--- src/rtl/qudou_pkg.sv ---
// qudou_pkg: shared timing defaults (10 ms clock) and counter width helper
package qudou_pkg;
  localparam int DEF_STABLE = 4;
  localparam int DEF_LONG = 100;
  localparam int DEF_REPEAT = 20;
  function automatic int cnt_w(input int n);
    return (n > 2) ? $clog2(n) : 1;
  endfunction
endpackage

--- src/rtl/qudou_ch.sv ---
// qudou_ch: one key channel with synchroniser, debounce, press/release, long-press and auto-repeat
module qudou_ch
  import qudou_pkg::*;
#(
  parameter int STABLE_CYCLES = DEF_STABLE,
  parameter int LONG_CYCLES = DEF_LONG,
  parameter int REPEAT_CYCLES = DEF_REPEAT
) (
  input  logic clock,
  input  logic reset_n,
  input  logic k,
  output logic keyout,
  output logic press_p,
  output logic release_p,
  output logic long_p,
  output logic repeat_p,
  output logic held_long
);
  localparam int DW = cnt_w(STABLE_CYCLES + 1);
  localparam int HW = cnt_w(LONG_CYCLES + 1);
  logic s1, s;
  logic [DW-1:0] dcnt;
  logic [HW-1:0] hcnt;
  logic flip, rel, long_hit;
  // accept a level change after STABLE_CYCLES disagreeing samples; release blocks any hold pulse
  always_comb begin
    flip = (s != keyout) && (dcnt == DW'(STABLE_CYCLES - 1));
    rel = flip && keyout;
    long_hit = keyout && !rel && (hcnt == HW'(LONG_CYCLES - 1));
  end
  // synchroniser, debounce counter, debounced level and edge pulses
  always_ff @(posedge clock or negedge reset_n) begin
    if (!reset_n) begin
      s1 <= 1'b0;
      s <= 1'b0;
      dcnt <= '0;
      keyout <= 1'b0;
      press_p <= 1'b0;
      release_p <= 1'b0;
    end else begin
      s1 <= k;
      s <= s1;
      dcnt <= (s == keyout || flip) ? '0 : dcnt + 1'b1;
      keyout <= flip ? s : keyout;
      press_p <= flip && s;
      release_p <= rel;
    end
  end
  // saturating hold counter and long-press level/pulse, all cleared on release
  always_ff @(posedge clock or negedge reset_n) begin
    if (!reset_n) begin
      hcnt <= '0;
      long_p <= 1'b0;
      held_long <= 1'b0;
    end else begin
      hcnt <= (!keyout || rel) ? '0 : (hcnt == HW'(LONG_CYCLES)) ? hcnt : hcnt + 1'b1;
      long_p <= long_hit;
      held_long <= !rel && (held_long || long_hit);
    end
  end
  if (REPEAT_CYCLES > 0) begin : g_rep
    localparam int RW = cnt_w(REPEAT_CYCLES);
    logic [RW-1:0] rcnt;
    logic wrap;
    assign wrap = rcnt == RW'(REPEAT_CYCLES - 1);
    // wrapping repeat counter that only runs while the long hold is active
    always_ff @(posedge clock or negedge reset_n) begin
      if (!reset_n) begin
        rcnt <= '0;
        repeat_p <= 1'b0;
      end else begin
        rcnt <= (!held_long || rel || wrap) ? '0 : rcnt + 1'b1;
        repeat_p <= held_long && !rel && wrap;
      end
    end
  end else begin : g_norep
    assign repeat_p = 1'b0;
  end
endmodule

--- src/rtl/qudou_multi.sv ---
// qudou_multi: bank of independent debounced key channels with polarity normalisation
module qudou_multi
  import qudou_pkg::*;
#(
  parameter int N_KEYS = 4,
  parameter int STABLE_CYCLES = DEF_STABLE,
  parameter int LONG_CYCLES = DEF_LONG,
  parameter int REPEAT_CYCLES = DEF_REPEAT,
  parameter int ACTIVE_HIGH = 1
) (
  input  logic              clock,
  input  logic              reset_n,
  input  logic [N_KEYS-1:0] keyin,
  output logic [N_KEYS-1:0] keyout,
  output logic [N_KEYS-1:0] press_p,
  output logic [N_KEYS-1:0] release_p,
  output logic [N_KEYS-1:0] long_p,
  output logic [N_KEYS-1:0] repeat_p,
  output logic [N_KEYS-1:0] held_long
);
  logic [N_KEYS-1:0] k;
  assign k = (ACTIVE_HIGH != 0) ? keyin : ~keyin;
  for (genvar i = 0; i < N_KEYS; i++) begin : g_ch
    qudou_ch #(
      .STABLE_CYCLES(STABLE_CYCLES),
      .LONG_CYCLES(LONG_CYCLES),
      .REPEAT_CYCLES(REPEAT_CYCLES)
    ) u_ch (
      .clock(clock),
      .reset_n(reset_n),
      .k(k[i]),
      .keyout(keyout[i]),
      .press_p(press_p[i]),
      .release_p(release_p[i]),
      .long_p(long_p[i]),
      .repeat_p(repeat_p[i]),
      .held_long(held_long[i])
    );
  end
endmodule

--- config.mk ---
export PLATFORM = sky130hd
export DESIGN_NAME = qudou_multi
export DESIGN_NICKNAME = d
export VERILOG_FILES = /design/src/rtl/qudou_pkg.sv /design/src/rtl/qudou_ch.sv /design/src/rtl/qudou_multi.sv
export SDC_FILE = /design/constraint.sdc
export NUM_CORES = 1
export LEC_CHECK = 0
export CAP_MARGIN = 40
export CORE_MARGIN = 2
export CORE_UTILIZATION = 43
export DETAILED_ROUTE_END_ITERATION = 8
export GPL_TIMING_DRIVEN = 0
export PLACE_DENSITY_LB_ADDON = 0.3
export SETUP_SLACK_MARGIN = 0.2
export SYNTH_ARGS = -nofsm -noshare
export SYNTH_HDL_FRONTEND = slang
export SYNTH_HIERARCHICAL = 1
export SYNTH_SLANG_ARGS = --single-unit
--- constraint.sdc ---
create_clock -name clock -period 1.7 [get_ports clock]
set_clock_uncertainty 0.1 [all_clocks]
set_input_delay 0.425 -clock clock [delete_from_list [all_inputs] [get_ports clock]]
set_output_delay 0.425 -clock clock [all_outputs]
set_load 0.05 [all_outputs]
After elaboration in Yosys (flattened, before gate mapping)

Index checks and enable logic that the tools add are counted.

Add/sub/neg operators: 12
Equality and inequality tests: 28
Mux-type cells: 16
Reduce and logical (&&, ||, !) cells: 64

Operator list:

| kind                                                                   | count |
|---|---|
| 7-bit equality test (second input constant)                            | 8 |
| 7-bit 2-to-1 mux                                                       | 8 |
| 1-bit logical AND                                                      | 32 |
| 7-bit by 1-bit adder with 7-bit output (second input constant)         | 4 |
| 5-bit by 1-bit adder with 5-bit output (second input constant)         | 4 |
| 5-bit equality test (second input constant)                            | 4 |
| 1-bit logical OR                                                       | 20 |
| 5-bit 2-to-1 mux                                                       | 4 |
| 3-bit by 1-bit adder with 3-bit output (second input constant)         | 4 |
| 3-bit by 2-bit equality test with 1-bit output (second input constant) | 4 |
| 1-bit zero test                                                        | 12 |
| 3-bit 2-to-1 mux                                                       | 4 |
| 2-bit by 1-bit != test with 1-bit output (second input constant)       | 4 |
| 1-bit equality test                                                    | 4 |
| 1-bit != test                                                          | 4 |

Flip-flop bits (word level): 92

Logic depth before layout (Yosys ltp)

Gate-level depths: netlist of the first run.

Depth in word-level cells: 8
Depth in mapped cells: 5
Mapped depth without buffers: 5

Hierarchy

The synthesis of the first run kept the hierarchy.

Modules (own cells, without submodules):

| module   | instances | cells each | area each (um2) |
|---|---|---|---|
| qudou_ch | 4         | 91         | 1021.0 |

Worst setup path after synthesis of the first run

Ideal clock, no wire load.

Path kind: register -> register
Start: register g_ch[0].u_ch.dcnt[0]
End: register g_ch[0].u_ch.g_rep.rcnt[0]
Library setup time: 89 ps
Arrival time: 1294 ps
Data required time: 1511 ps
Path slack: 217 ps
Cell stages (with the launch flop): 6
Buffers on the path: 0
Period minus slack after synthesis: 1483 ps
Path through: dfrtp_1 ha_1 ha_1 and3b_1 nand2b_1 nor3b_1

Word-level cells in the longest chain between the ends: 6

RTL lines:

| item                                           | RTL line       | text |
|---|---|---|
| from (decl)                                    | qudou_ch.sv:22 | `logic [DW-1:0] dcnt;` |
| from (signal assigned)                         | qudou_ch.sv:43 | `dcnt <= (s == keyout \|\| flip) ? '0 : dcnt + 1'b1;` |
| 3-bit by 2-bit equality test with 1-bit output | qudou_ch.sv:27 | `flip = (s != keyout) && (dcnt == DW'(STABLE_CYCLES - 1));` |
| 1-bit logical AND                              | qudou_ch.sv:27 |  |
| 1-bit logical AND                              | qudou_ch.sv:28 | `rel = flip && keyout;` |
| via g_ch[0].u_ch.rel                           | qudou_ch.sv:24 | `logic flip, rel, long_hit;` |
| 1-bit logical OR (2 in a row)                  | qudou_ch.sv:72 | `rcnt <= (!held_long \|\| rel \|\| wrap) ? '0 : rcnt + 1'b1;` |
| 5-bit 2-to-1 mux                               | qudou_ch.sv:72 |  |
| to (signal assigned)                           | qudou_ch.sv:72 |  |
| to (decl)                                      | qudou_ch.sv:63 | `logic [RW-1:0] rcnt;` |

The timed path passes the listed nets, and every way through them passes these cells.
A chain may end at the register's enable or synchronous reset.

Final worst setup path of the first run

Start: register g_ch[1].u_ch.keyout
End: output port keyout[1]

RTL lines:

| item                   | RTL line          | text |
|---|---|---|
| from (decl)            | qudou_ch.sv:12    | `output logic keyout,` |
| from (signal assigned) | qudou_ch.sv:44    | `keyout <= flip ? s : keyout;` |
| to (decl)              | qudou_multi.sv:14 | `output logic [N_KEYS-1:0] keyout,` |

No word-level cell between the ends.

==> impl_results.md, run 1 <==
* Run status: finished, final reports clean
* Slowest Stage Delay on Critical Path at around 0.45 ns
* Count of vias placed by the detailed router at between 2000 and 3000
* Global router's overall resource usage at approximately 15%
* Commonest non-fill, non-tap cell in the layout: sky130_fd_sc_hd__dfrtp_1
* Placement Setup Slack at -0.109 ns
* Max Clock Freq at 666 MHz
* HP Class: flop to flop
* Setup violation total in the final timing report at 0
* Element type at the critical path start: flop
* Port Buffer Count at 29
* Instance count on the critical path at 1
* Number of inserted filler cells in the final layout at about 800
* Max-cap viol count at 0
* Standard-cell rows at 35
* Reg2Reg Capture Point: g_ch[3].u_ch/g_rep.rcnt[0]
* Critical path destination: keyout[1]
* Launch point of the worst reg-to-reg path: g_ch[3].u_ch/dcnt[0]
* Deepest clock path buffer count at 2
* Start-to-end type of the worst setup path: flop to output port
* Antenna Violating Nets Remaining at 0
* Num CTS Buffers at 9
* WP data arrival at slightly below 1 ns
* Post-layout nets at about 450
* Average size of a mapped cell at approximately 11 sq um
* Setup crit end kind: output port
* Final cycle utilization of the critical path at a little under 90%
* Post-synthesis instance total at between 300 and 400
* Worst setup margin at 0.197 ns
* Iteration-0 DRC Markers at 53
* Proportion of netlist area held by the largest area contributor at a little under three fifths
* Worst hold path cell count at 0
* Horizontal die dimension at a little over 100 microns
* Placer's final routability congestion estimate at just under 0.8
* Count of boundary I/O pins at 30
* Gr ovfl total at 0
* Syn. warnings at 6
* Slowest library cell on the worst path: sky130_fd_sc_hd__dfrtp_2
* RSZ-0062 raised after global routing: yes
* P&R area growth vs syn at 24.6%
* Sequential-to-total area share from yosys stat at a little under three fifths
* Maximum number of pins on one net before global-route repair at 48
* Total power at about 5.7 mW
* Largest driver fanout on the critical path at 5
* Ordered list of cells on the worst path: buf_6
* DRC at 0
* Number of global-route vias before repair at around 2800
* Leading area contributor after synthesis: sky130_fd_sc_hd__dfrtp_1
* Average wire length per cell after detail routing at between 10 and 15 microns
* Share of post-route cells with drive strength above 1 at about a quarter
* Data required, critical path at between 1 and 1.5 ns
* Final period demand of the worst path at approximately 1.5 ns
* Dominant delay contributor by cell family on the critical path: flip-flops
* Starting Density at between 40 and 50%
* Global-route wire length before repair at ~12000 microns
* Clock net sink count at between 90 and 100
* Register-to-Register Path Depth at 5
* Most used cells in the layout excluding fill and tap cells: 89 x sky130_fd_sc_hd__dfrtp_1, 28 x sky130_fd_sc_hd__nor2_1, 26 x sky130_fd_sc_hd__buf_4
* Die Area at between 10000 and 15000 sq um
* DR pass1 iterations at 4
* Clock tree from TritonCTS: built
* Overall routed net length at between 7000 and 8000 microns
* CTS H-tree depth at 3
* Detail Placement HPWL at between 4000 and 5000 microns
* Ant diodes at 0
* CTS root buf: sky130_fd_sc_hd__clkbuf_8
* Die outline height at just over 100 microns
* Initial antenna violation count at 0
* Core area at between 9000 and 10000 sq um
* Flop2flop setup slack at ~0.22 ns
* Slew Viols, Final at 0
* Via density at around 5.2
* Synthesized Nets at slightly below 400
* Worst setup startpoint: g_ch[1].u_ch/keyout
* Top cells by area, synth: sky130_fd_sc_hd__dfrtp_1 56%, sky130_fd_sc_hd__ha_1 6.1%, sky130_fd_sc_hd__o21ai_0 2.9%
* Hold violation total from the final report at 0
* Clock transition at path regs at ~0.090 ns
* Skew-Pair Late Insertion Delay at between 0.3 and 0.4 ns
* Post-synthesis register bit count at 92
* Measured slew at the worst slew-check pin at 0.616 ns
* Cell variety after synth at 28
* Number of buffer and inverter instances along the worst setup path at 1
* Worst voltage drop across the vdd grid at roughly 0.82 mV
* Remaining max-slew budget at the tightest pin at approximately three fifths
* Synthesized cell area at between 4000 and 5000 sq um
* Pwr/cell area at about 1100 nW/um^2
* P_leak at roughly 2.2 nW
-- worst min path at each step --
stage / start / endpoint / slack (ns)
6_report: g_ch[2].u_ch/s1 / g_ch[2].u_ch/s / 0.25
3_3_place_gp: g_ch[2].u_ch/s1 / g_ch[2].u_ch/s / 0.23
2_1_floorplan: reset_n / g_ch[0].u_ch/dcnt[0] / 0.03
3_5_place_dp: g_ch[3].u_ch/s1 / g_ch[3].u_ch/s / 0.24
4_1_cts: g_ch[2].u_ch/s1 / g_ch[2].u_ch/s / 0.26
5_1_grt: g_ch[1].u_ch/s1 / g_ch[1].u_ch/s / 0.26
-- what timing repair did --
action	in CTS	in global routing
endpoints found under the setup margin	61	48
hold buffers	1	0
resized for setup	167	50
pin swaps	5	7
hold endpoints to repair	27	0
setup buffers	7	9
gates cloned	0	1
-- sequential cells by signal (all words and copies together), names as in the netlist --
signal / cells
g_ch.u_ch/held_long: 4
g_ch.u_ch/dcnt: 12
g_ch.u_ch/repeat_p: 4
g_ch.u_ch/press_p: 4
g_ch.u_ch/release_p: 4
g_ch.u_ch/s: 4
g_ch.u_ch/keyout: 4
g_ch.u_ch/long_p: 4
g_ch.u_ch/s1: 4
g_ch.u_ch/g_rep.rcnt: 20
g_ch.u_ch/hcnt: 28
-- area by class of cell --
type / instances / area (sq um) / share of cell area [%]
Sequential cell: 92 / 2310 / 45.3
Multi-Input combinational cell: 245 / 1910 / 37.6
Timing Repair Buffer: 47 / 424 / 8.34
Tap cell: 129 / 161 / 3.17
Clock buffer: 13 / 149 / 2.93
Inverter: 24 / 90.1 / 1.77
Clock inverter: 3 / 22.5 / 0.443
Buffer: 4 / 20.0 / 0.394
-- stage by stage --
| step | hold WS, ns | cell area [sq um] | utilization (%) | instances | setup TNS (ns) |
|---|---|---|---|---|---|
| 3_3_place_gp | 0.234 | 4540 | 49.1 | 522 | -299.97 |
| 6_report | 0.254 | 5090 | 55.1 | 557 | 0 |
| 4_1_cts | 0.258 | 4870 | 52.7 | 547 | 0 |
| 3_5_place_dp | 0.237 | 4560 | 49.4 | 523 | -0.379 |
| 5_1_grt | 0.263 | 5090 | 55.1 | 557 | 0 |
| 2_1_floorplan | 0.0294 | 4080 | - | 364 | 0 |
-- where the power goes --
part / switching [mW] / internal [mW] / total (mW)
logic: 1.02 / 0.714 / 1.73
registers: 0.186 / 2.45 / 2.63
clock network: 0.744 / 0.577 / 1.32
total: 1.95 / 3.74 / 5.69
-- Yosys cell counts --
master                       n
sky130_fd_sc_hd__dfrtp_1    92
sky130_fd_sc_hd__a31oi_1     8
sky130_fd_sc_hd__nand3b_1    4
sky130_fd_sc_hd__and3b_1     8
sky130_fd_sc_hd__xor2_1     12
sky130_fd_sc_hd__and3_1      4
sky130_fd_sc_hd__a21oi_2     4
sky130_fd_sc_hd__nor2_1     28
sky130_fd_sc_hd__a21oi_1    20
sky130_fd_sc_hd__buf_2       4
sky130_fd_sc_hd__nor3_1      8
sky130_fd_sc_hd__a211oi_1    4
sky130_fd_sc_hd__ha_1       20
sky130_fd_sc_hd__nor2b_1     8
sky130_fd_sc_hd__o41ai_1     4
sky130_fd_sc_hd__nor4_1      4
sky130_fd_sc_hd__nand4bb_4   4
sky130_fd_sc_hd__o21ai_0    24
sky130_fd_sc_hd__nand3_1    16
sky130_fd_sc_hd__and4bb_1    4
sky130_fd_sc_hd__inv_1      24
sky130_fd_sc_hd__and4b_1     4
sky130_fd_sc_hd__a311o_1     4
sky130_fd_sc_hd__o21ai_2     4
sky130_fd_sc_hd__or3_1      16
sky130_fd_sc_hd__nor3b_1     4
sky130_fd_sc_hd__nand2_1    24
sky130_fd_sc_hd__nand2b_1    4
-- logic make-up after synthesis --
family	count (synthesis)	synth area share (%)
AND/OR/NAND/NOR	140	21.3
buffers and inverters	28	2.70
AO/OA/AOI/OAI	72	10.9
flip-flops	92	56.4
adder cells (fa/ha/maj)	20	6.13
XOR/XNOR	12	2.57
-- routing by layer --
metal	vias to the layer above	track usage (%)	routed length, microns
met5	-	0	0
met1	1452	19.3	3460
li1	1415	-	-
met3	6	4.21	229
met2	36	25.3	3770
met4	0	6.34	105
No activity file was read; power rests on OpenSTA's default activity.
==> run 2: changes to the inputs <==
--- a/config.mk
+++ b/config.mk
@@ -11,7 +11,7 @@
 export DETAILED_ROUTE_END_ITERATION = 8
 export GPL_TIMING_DRIVEN = 0
 export PLACE_DENSITY_LB_ADDON = 0.3
-export SETUP_SLACK_MARGIN = 0.2
+export SETUP_SLACK_MARGIN = 0.5
 export SYNTH_ARGS = -nofsm -noshare
 export SYNTH_HDL_FRONTEND = slang
 export SYNTH_HIERARCHICAL = 1
==> impl_results.md, run 2 (synthesized netlist as in run 1, its figures left out) <==
* Initial antenna violation count at 0
* WP data arrival at between 1.5 and 2 ns
* DRC at 0
* Worst Hold Slack at -0.112 ns
* Global-route wire length before repair at 14400 microns
* Hold violation total from the final report at 30
* Starting Density at ~44%
* Remaining max-slew budget at the tightest pin at 72.7%
* P_leak at 2.50 nW
* Start-to-end type of the worst setup path: flop to flop
* P&R area growth vs syn at 45.6%
* Max Clock Freq at between 600 and 700 MHz
* Commonest non-fill, non-tap cell in the layout: sky130_fd_sc_hd__dfrtp_1
* Measured slew at the worst slew-check pin at roughly 0.4 ns
* Data required, critical path at 1.84 ns
* Max-cap viol count at 0
* Worst voltage drop across the vdd grid at between 0.9 and 1 mV
* Final period demand of the worst path at about 1.5 ns
* Overall routed net length at between 8000 and 9000 microns
* DR pass1 iterations at 4
* Global router's overall resource usage at between 10% and 20%
* Placement Setup Slack at -0.0798 ns
* CTS root buf: sky130_fd_sc_hd__clkbuf_8
* Total power at 6.73 mW
* Placer's final routability congestion estimate at about 0.75
* Gr ovfl total at 0
* Iteration-0 DRC Markers at 48
* Clock net sink count at 92
* Number of global-route vias before repair at 3131
* Post-route cell area at 5950 sq um
* Average wire length per cell after detail routing at about 14 microns
* Detail Placement HPWL at 4660 microns
* Num CTS Buffers at 9
* Ant diodes at 0
* Worst setup startpoint: g_ch[0].u_ch/dcnt[1]
* Number of flip-flops under the largest register name at 28
* CTS H-tree depth at 3
* Register containing the most flip-flops in the final layout: g_ch.u_ch/hcnt
* Reg2Reg Capture Point: g_ch[0].u_ch/held_long
* Standard-cell rows at 35
* Final cycle utilization of the critical path at 88.0%
* Antenna Violating Nets Remaining at 0
* Pwr/cell area at between 1000 and 1500 nW/um^2
* Element type at the critical path start: flop
* Slew Viols, Final at 0
* Launch point of the worst reg-to-reg path: g_ch[0].u_ch/dcnt[1]
* Failing checks: negative hold slack
* Slowest Stage Delay on Critical Path at between 0.3 and 0.4 ns
* Run status: finished, violations left
* HP Class: input port to asynchronous set/reset pin
* Via density at 5.18
* Deepest clock path buffer count at 2
* Post-layout nets at slightly below 500
* Instance count on the critical path at 6
* Core area at slightly above 9000 sq um
* Skew-Pair Late Insertion Delay at ~0.36 ns
* Port Buffer Count at 29
* Share of post-route cells with drive strength above 1 at between 40% and 50%
* Register-to-Register Path Depth at 6
* Flop2flop setup slack at about 0.2 ns
* Dominant delay contributor by cell family on the critical path: flip-flops
* Largest driver fanout on the critical path at 6
* Clock transition at path regs at 0.08 ns
* Maximum number of pins on one net before global-route repair at 63
* Setup violation total in the final timing report at 0
* Setup crit end kind: flop
* Count of vias placed by the detailed router at approximately 3100
* Worst setup margin at approximately 0.2 ns
* Area after detailed placement at between 4000 and 5000 sq um
* Largest registers in the final layout: g_ch.u_ch/hcnt: 28 flops, g_ch.u_ch/g_rep.rcnt: 20 flops, g_ch.u_ch/dcnt: 12 flops
* Clock tree from TritonCTS: built
* Die outline height at 101 microns
* Setup_tns at 0 ns
* Critical path destination: g_ch[0].u_ch/held_long
* Die Area at a little over 10000 sq um
* Most used cells in the layout excluding fill and tap cells: 79 x sky130_fd_sc_hd__dfrtp_1, 44 x sky130_fd_sc_hd__buf_4, 40 x sky130_fd_sc_hd__buf_6
* Number of buffer and inverter instances along the worst setup path at 2
* Slowest library cell on the worst path: sky130_fd_sc_hd__dfrtp_1
* Ordered list of cells on the worst path: ha_2, ha_4, inv_4, o21ai_4, buf_12, o41ai_4
* Horizontal die dimension at ~100 microns
* Count of boundary I/O pins at 30
* RSZ-0062 raised after global routing: yes
run 2: changes by cell type in the layout (fill, tap and decap cells not counted), sizes merged:
cell and delta:
clkbuf -5, buf +43, dlygate4sd3 -1, inv -1, bufinv +2, clkinvlp +1, o21ai +2
run 2: repair_timing:
| item | 4_1_cts | 5_1_grt |
|---|---|---|
| buffers inserted | 37 | 19 |
| gates cloned | 3 | 0 |
| setup endpoints to repair | 90 | 101 |
| pin swaps | 35 | 23 |
| gates resized for setup | 243 | 51 |
| endpoints found under the hold margin | 30 | 30 |
run 2: worst min-delay path by stage:
stage               slack [ns]                         end  cells past startpoint             from
floorplan                 0.03        g_ch[0].u_ch/dcnt[0]                      0          reset_n
global placement          0.23              g_ch[0].u_ch/s                      0  g_ch[0].u_ch/s1
detailed placement        0.23              g_ch[0].u_ch/s                      0  g_ch[0].u_ch/s1
CTS                      -0.11  g_ch[3].u_ch/g_rep.rcnt[4]                      1          reset_n
global route             -0.10  g_ch[3].u_ch/g_rep.rcnt[4]                      1          reset_n
finish                   -0.11  g_ch[3].u_ch/g_rep.rcnt[4]                      1          reset_n
run 2: final cells by class:
| class | instances | area (sq um) |
|---|---|---|
| Fill cell | 699 | 3290 |
| Multi-Input combinational cell | 247 | 2270 |
| Clock inverter | 5 | 75.1 |
| Timing Repair Buffer | 86 | 831 |
| Tap cell | 129 | 161 |
| Clock buffer | 11 | 141 |
| Inverter | 24 | 111 |
| Sequential cell | 92 | 2320 |
| Buffer | 4 | 37.5 |
run 2: routing by layer:
layer	GRT usage [%]	share of wire (%)	vias up
li1	-	-	1500
met1	22.1	44	1548
met2	29.6	52	41
met3	4.83	3.0	9
met4	5.30	1.2	0
met5	0	0	-
run 2: report_power, final:
part           switching (mW)  total, mW  internal, mW
sequential              0.251       2.72          2.47
combinational            1.29       2.41          1.12
clock                   0.744       1.61         0.862
total                    2.28       6.73          4.45
run 2: worst reg2reg max path, cell delays in order, from the launching register on:
cell and delay [ns]:
sky130_fd_sc_hd__dfrtp_1 0.38, sky130_fd_sc_hd__ha_2 0.19, sky130_fd_sc_hd__ha_4 0.17, sky130_fd_sc_hd__inv_4 0.06, sky130_fd_sc_hd__o21ai_4 0.08, sky130_fd_sc_hd__buf_12 0.15
sky130_fd_sc_hd__o41ai_4 0.26
run 2: stage by stage:
stage               hold slack [ns]  util (%)  cells
floorplan                    0.0294         -    364
global placement              0.234      51.4    522
detailed placement            0.235      51.7    523
CTS                          -0.108      60.9    579
global route                 -0.105      64.4    598
finish                       -0.112      64.4    598
